<file path="config.mk">
export PLATFORM = sky130hd
export DESIGN_NAME = if_stage
export DESIGN_NICKNAME = d
export VERILOG_FILES = /design/src/rtl/if_stage.sv
export SDC_FILE = /design/constraint.sdc
export NUM_CORES = 1
export LEC_CHECK = 0
export CAP_MARGIN = 0
export CORE_ASPECT_RATIO = 0.7
export CORE_UTILIZATION = 29
export DETAILED_ROUTE_END_ITERATION = 6
export PLACE_DENSITY = 0.48
export SKIP_LAST_GASP = 1
export SLEW_MARGIN = 20
export SYNTH_ARGS = -nofsm -noshare
export SYNTH_HDL_FRONTEND = slang
export SYNTH_SLANG_ARGS = --single-unit
</file>
<file path="constraint.sdc">
create_clock -name clk -period 5.07 [get_ports clk]
set_input_delay 1.014 -clock clk [delete_from_list [all_inputs] [get_ports clk]]
set_output_delay 1.014 -clock clk [all_outputs]
set_load 0.01 [all_outputs]
</file>
<file path="src/rtl/if_stage.sv">
// Instruction fetch stage: one outstanding instruction-memory read feeding a
// 2-entry prefetch buffer, with redirect flush and stale-response dropping.
module if_stage #(
    parameter logic [31:0] RESET_PC = 32'h0000_0000
) (
    input  logic        clk,
    input  logic        rst,
    output logic        imem_req,
    output logic [31:0] imem_addr,
    input  logic        imem_ack,
    input  logic [31:0] imem_rdata,
    input  logic        redirect_valid,
    input  logic [31:0] redirect_pc,
    output logic        inst_valid,
    output logic [31:0] inst,
    output logic [31:0] inst_pc,
    input  logic        inst_ready
);

    typedef enum logic [1:0] {
        IDLE = 2'd0,
        REQ  = 2'd1,
        DROP = 2'd2
    } state_t;

    state_t      r_state;
    logic        r_req;
    logic [31:0] r_req_addr;
    logic [31:0] r_fetch_pc;
    logic [1:0]  r_count;
    logic [31:0] r_buf_pc   [2];
    logic [31:0] r_buf_inst [2];

    logic        w_pop;
    logic        w_push;
    logic        w_wr_hi;
    logic        w_hold_addr;
    logic [1:0]  w_count_next;
    logic [31:0] w_redirect_target;
    logic [31:0] w_fetch_pc_next;
    logic        w_unused;

    assign w_unused          = &{1'b0, redirect_pc[1:0]};
    assign w_redirect_target = {redirect_pc[31:2], 2'b00};

    assign inst_valid = (r_count != 2'd0);
    assign inst       = inst_valid ? r_buf_inst[0] : 32'h0;
    assign inst_pc    = inst_valid ? r_buf_pc[0]   : 32'h0;
    assign imem_req   = r_req;
    assign imem_addr  = r_req_addr;

    always_comb begin
        w_pop  = inst_valid & inst_ready;
        w_push = (r_state == REQ) & imem_ack & ~redirect_valid;

        if (redirect_valid) begin
            w_count_next = 2'd0;
        end else begin
            w_count_next = r_count + {1'b0, w_push} - {1'b0, w_pop};
        end

        // Slot the incoming word lands in, after any same-cycle pop shifts the buffer.
        w_wr_hi = ((r_count - {1'b0, w_pop}) != 2'd0);

        if (redirect_valid) begin
            w_fetch_pc_next = w_redirect_target;
        end else if (w_push) begin
            w_fetch_pc_next = r_fetch_pc + 32'd4;
        end else begin
            w_fetch_pc_next = r_fetch_pc;
        end

        // A request abandoned by a redirect keeps its address on the bus until acked.
        w_hold_addr = ((r_state == REQ) & redirect_valid & ~imem_ack) |
                      ((r_state == DROP) & ~imem_ack);
    end

    always_ff @(posedge clk or posedge rst) begin
        if (rst) begin
            r_state    <= IDLE;
            r_req      <= 1'b0;
            r_req_addr <= RESET_PC;
            r_fetch_pc <= RESET_PC;
            r_count    <= 2'd0;
        end else begin
            r_count    <= w_count_next;
            r_fetch_pc <= w_fetch_pc_next;
            if (!w_hold_addr) begin
                r_req_addr <= w_fetch_pc_next;
            end

            case (r_state)
                IDLE: begin
                    if (!redirect_valid && (w_count_next < 2'd2)) begin
                        r_state <= REQ;
                        r_req   <= 1'b1;
                    end
                end
                REQ: begin
                    if (redirect_valid) begin
                        if (imem_ack) begin
                            r_state <= IDLE;
                            r_req   <= 1'b0;
                        end else begin
                            r_state <= DROP;
                        end
                    end else if (imem_ack && (w_count_next >= 2'd2)) begin
                        r_state <= IDLE;
                        r_req   <= 1'b0;
                    end
                end
                DROP: begin
                    if (imem_ack) begin
                        r_state <= IDLE;
                        r_req   <= 1'b0;
                    end
                end
                default: begin
                    r_state <= IDLE;
                    r_req   <= 1'b0;
                end
            endcase
        end
    end

    // Buffer payload carries no reset; occupancy alone decides what is visible.
    always_ff @(posedge clk) begin
        if (w_pop) begin
            r_buf_pc[0]   <= r_buf_pc[1];
            r_buf_inst[0] <= r_buf_inst[1];
        end
        if (w_push) begin
            r_buf_pc[w_wr_hi]   <= r_fetch_pc;
            r_buf_inst[w_wr_hi] <= imem_rdata;
        end
    end

    assert property (@(posedge clk) disable iff (rst) r_count <= 2'd2);

endmodule

</file>
==> run_results.csv <==
group,metric,value,unit
status,outcome,"complete, no violations",
critical_path,path_max_fanout,12,
global_routing,grt_max_degree,67,
global_routing,busiest_layer,"met2",
yosys,postSynthAreaPerCell,14.1,sq um
global_routing,grtUsageMet1,21.1,%
floorplanning,io_pins,167,
timing,worst_pin_slew,1.02,ns
global_routing,grt_usage,15.3,%
critical_path,cp-end-kind,"flop",
detailed_routing,routedWlPerCell,18.8,um
power,pwr_density_cell,443,nW/um^2
power,power,0.00491,W
timing,finalWorstSetupSlack,1.75,ns
cts,cts_buffer_depth,2,
global_routing,grt_pass1_vias,5750,
detailed_routing,vias,5417,
final_layout,layout.nets,830,
placement,io_buffers,164,
cts,cts_tree,"done",
cts,htreeDepth,4,
timing,min_period,3.32,ns
final_layout,fin_area,11100,sq um
placement,hpwl,14.0,mm
yosys,synth-warning-count,0,
cts,cts.clk_slew.worst_paths,0.07,ns
yosys,synth_top_family_by_area,"simple AND/OR/NAND/NOR gates",
cts,worstSkewPairLatency,0.44,ns
placement,gp_congestion,0.745,
yosys,synthXorXnorAreaFrac,2.71,%
power,leakage,3.95,nW
timing,skew,0.0118,ns
final_layout,diodes,0,
placement,post_dp_cell_area,10500,sq um
timing,max_slew_margin,31.9,%
floorplanning,start_util,29.8,%
yosys,ys_seq_area_share,66.3,%
final_layout,area_delta_synth_final,31.8,%
detailed_routing,drc_errors,0,
final_layout,final_common_cell,"clkdlybuf4s50_1",
cts,cts_hold_buf,0,
floorplanning,die-area,29700,sq um
floorplanning,coreArea,28100,sq um
placement,dp_slack,1.29,ns
cts,cts_root_buffer,"clkbuf_16",
final_layout,drive_above_1_share,16.7,%
power,peakVddDrop,204,uV
cts,cts_resized,0,
timing,rsz0062_at_grt,"false",
critical_path,cp-start-kind,"input port",
cts,cts_buffers,17,
global_routing,grt_util_met2,24.4,%
global_routing,grt_antenna_before_repair,0,
hold_path,hold_class,"reg -> reg",
global_routing,met3_usage,3.67,%
critical_path,worstPathArrival,3.63,ns
yosys,synth_seq_cells,197,
yosys,synth_area,8400,sq um
floorplanning,die_h,144,um
yosys,syn_inst,596,
job,maxCapViolCount,0,
cts,postCtsSetupBuffers,0,
final_layout,final_cell_mix,"164 x clkdlybuf4s50_1, 128 x edfxtp_1, 85 x mux2_2",
timing,finalSetupViolCount,0,
detailed_routing,viasPerCell,4.74,
yosys,synth_cell_types,40,
timing,fin_crit_sh,65.4,%
detailed_routing,ant_nets,0,
timing,fin_setup_tns,0,ns
critical_path,required,5.39,ns
global_routing,grt_pass1_wl,33.7,mm
timing,fmax,302,MHz
yosys,synth_compound_area_share,4.19,%
yosys,synthSimpleGateAreaFrac,13.0,%
detailed_routing,first_iter_violations,310,
yosys,syn-num-nets,668,
detailed_routing,first_pass_iters,5,
timing,final_max_slew_viol_count,0,
floorplanning,dieWidth,205,um
timing,fin_hold_ws,0.483,ns
detailed_routing,drt-total-wl,21.5,mm
timing,hold_viol_final,0,
cts,clock-sinks,197,
yosys,synth-adder-area-share,0.447,%
floorplanning,std_cell_rows,51,
critical_path,path_class,"in -> reg",
yosys,synth_mux_area_share,11.4,%
global_routing,grt-ovfl-total,0,
-- logic make-up after synthesis --
family	count (synthesis)
xor+xnor	26
fa+ha+maj	3
simple gates	197
buf+inv	40
mux	85
flops	197
compound gates	48
-- flip-flops by register name (all words and copies together), names as in the netlist --
signal	flops
r_buf_inst	64
r_buf_pc	64
imem_addr	32
r_fetch_pc	32
r_count	2
r_state	2
imem_req	1
-- per-layer routing --
layer  vias to the layer above  routed length (um)
met5                         -                   0
met3                        12                 957
met2                       136               10000
li1                       2512                   -
met4                         0                 165
met1                      2757               10400
-- worst max-delay path: stages --
cell and delay (ns):
clkdlybuf4s50_1 0.52, and4bb_4 0.33, inv_4 0.09, or4_4 0.60, or4_1 0.57, xnor2_1 0.17, a221o_1 0.32
-- cell type report --
class | count | area, sq um
repair buffers | 172 | 1710
clock inverters | 11 | 151
flip-flops and latches | 197 | 5570
multi-input cells | 359 | 2680
well taps | 371 | 464
fillers | 2684 | 17100
clock buffers | 21 | 440
inverters | 11 | 43.8
-- synth_stat cells --
library cell | n | area (sq um)
or3_1 | 4 | 25.0
nand2b_1 | 1 | 6.26
a21o_1 | 1 | 7.51
or4_4 | 1 | 11.3
nor3_1 | 12 | 60.1
buf_6 | 1 | 11.3
a221o_1 | 13 | 130
edfxtp_1 | 128 | 3840
xnor2_1 | 15 | 131
nor2_1 | 28 | 105
inv_4 | 1 | 6.26
a21oi_1 | 12 | 60.1
buf_1 | 4 | 15.0
clkbuf_1 | 24 | 90.1
o21a_1 | 1 | 7.51
mux2_2 | 85 | 957
nor4_4 | 1 | 21.3
nand3_1 | 8 | 40.0
dfrtp_1 | 69 | 1730
o21ai_0 | 7 | 35.0
clkinv_1 | 1 | 3.75
and4bb_4 | 1 | 16.3
inv_1 | 9 | 33.8
nand3b_1 | 1 | 7.51
nand2_1 | 33 | 124
a221oi_1 | 6 | 52.6
a31oi_1 | 2 | 12.5
o311ai_0 | 2 | 17.5
nor2b_1 | 3 | 18.8
and4_1 | 1 | 8.76
nand4_1 | 9 | 56.3
ha_1 | 3 | 37.5
o22ai_1 | 1 | 6.26
or4_1 | 4 | 30.0
and3_1 | 15 | 93.8
o31ai_1 | 3 | 22.5
nor4_1 | 7 | 43.8
and2_1 | 66 | 413
or2_2 | 2 | 12.5
xor2_1 | 11 | 96.3
-- metrics by stage --
stage                     util, %  instances
final                        39.3       1142
after CTS                    39.3       1142
after detailed placement     37.2       1110
after global placement       37.2       1110
after global routing         39.3       1142
after floorplan                 -        596
-- path summary, 6_finish.rpt --
| kind | start | slack (ns) | cells past startpoint | endpoint |
|---|---|---|---|---|
| worst max register to register | r_state[1] | 2.37 | 6 | imem_addr[21] |
| worst max-delay path | imem_ack | 1.75 | 7 | imem_addr[21] |
| worst min register to register | r_fetch_pc[1] | 0.48 | 0 | r_buf_pc[1][1] |
| min in group asynchronous | rst | 1.07 | 2 | r_fetch_pc[2] |
| max in group asynchronous | rst | 3.01 | 3 | r_fetch_pc[15] |
| worst min-delay path | r_fetch_pc[1] | 0.48 | 0 | r_buf_pc[1][1] |
-- report_power, final --
group,switching [W],leakage (nW),internal (W)
clock network,0.000600,0.276,0.000780
registers,0.000114,1.99,0.00200
logic,0.000690,1.69,0.000720
total,0.00140,3.95,0.00350
(Power assumes the default switching activity.)
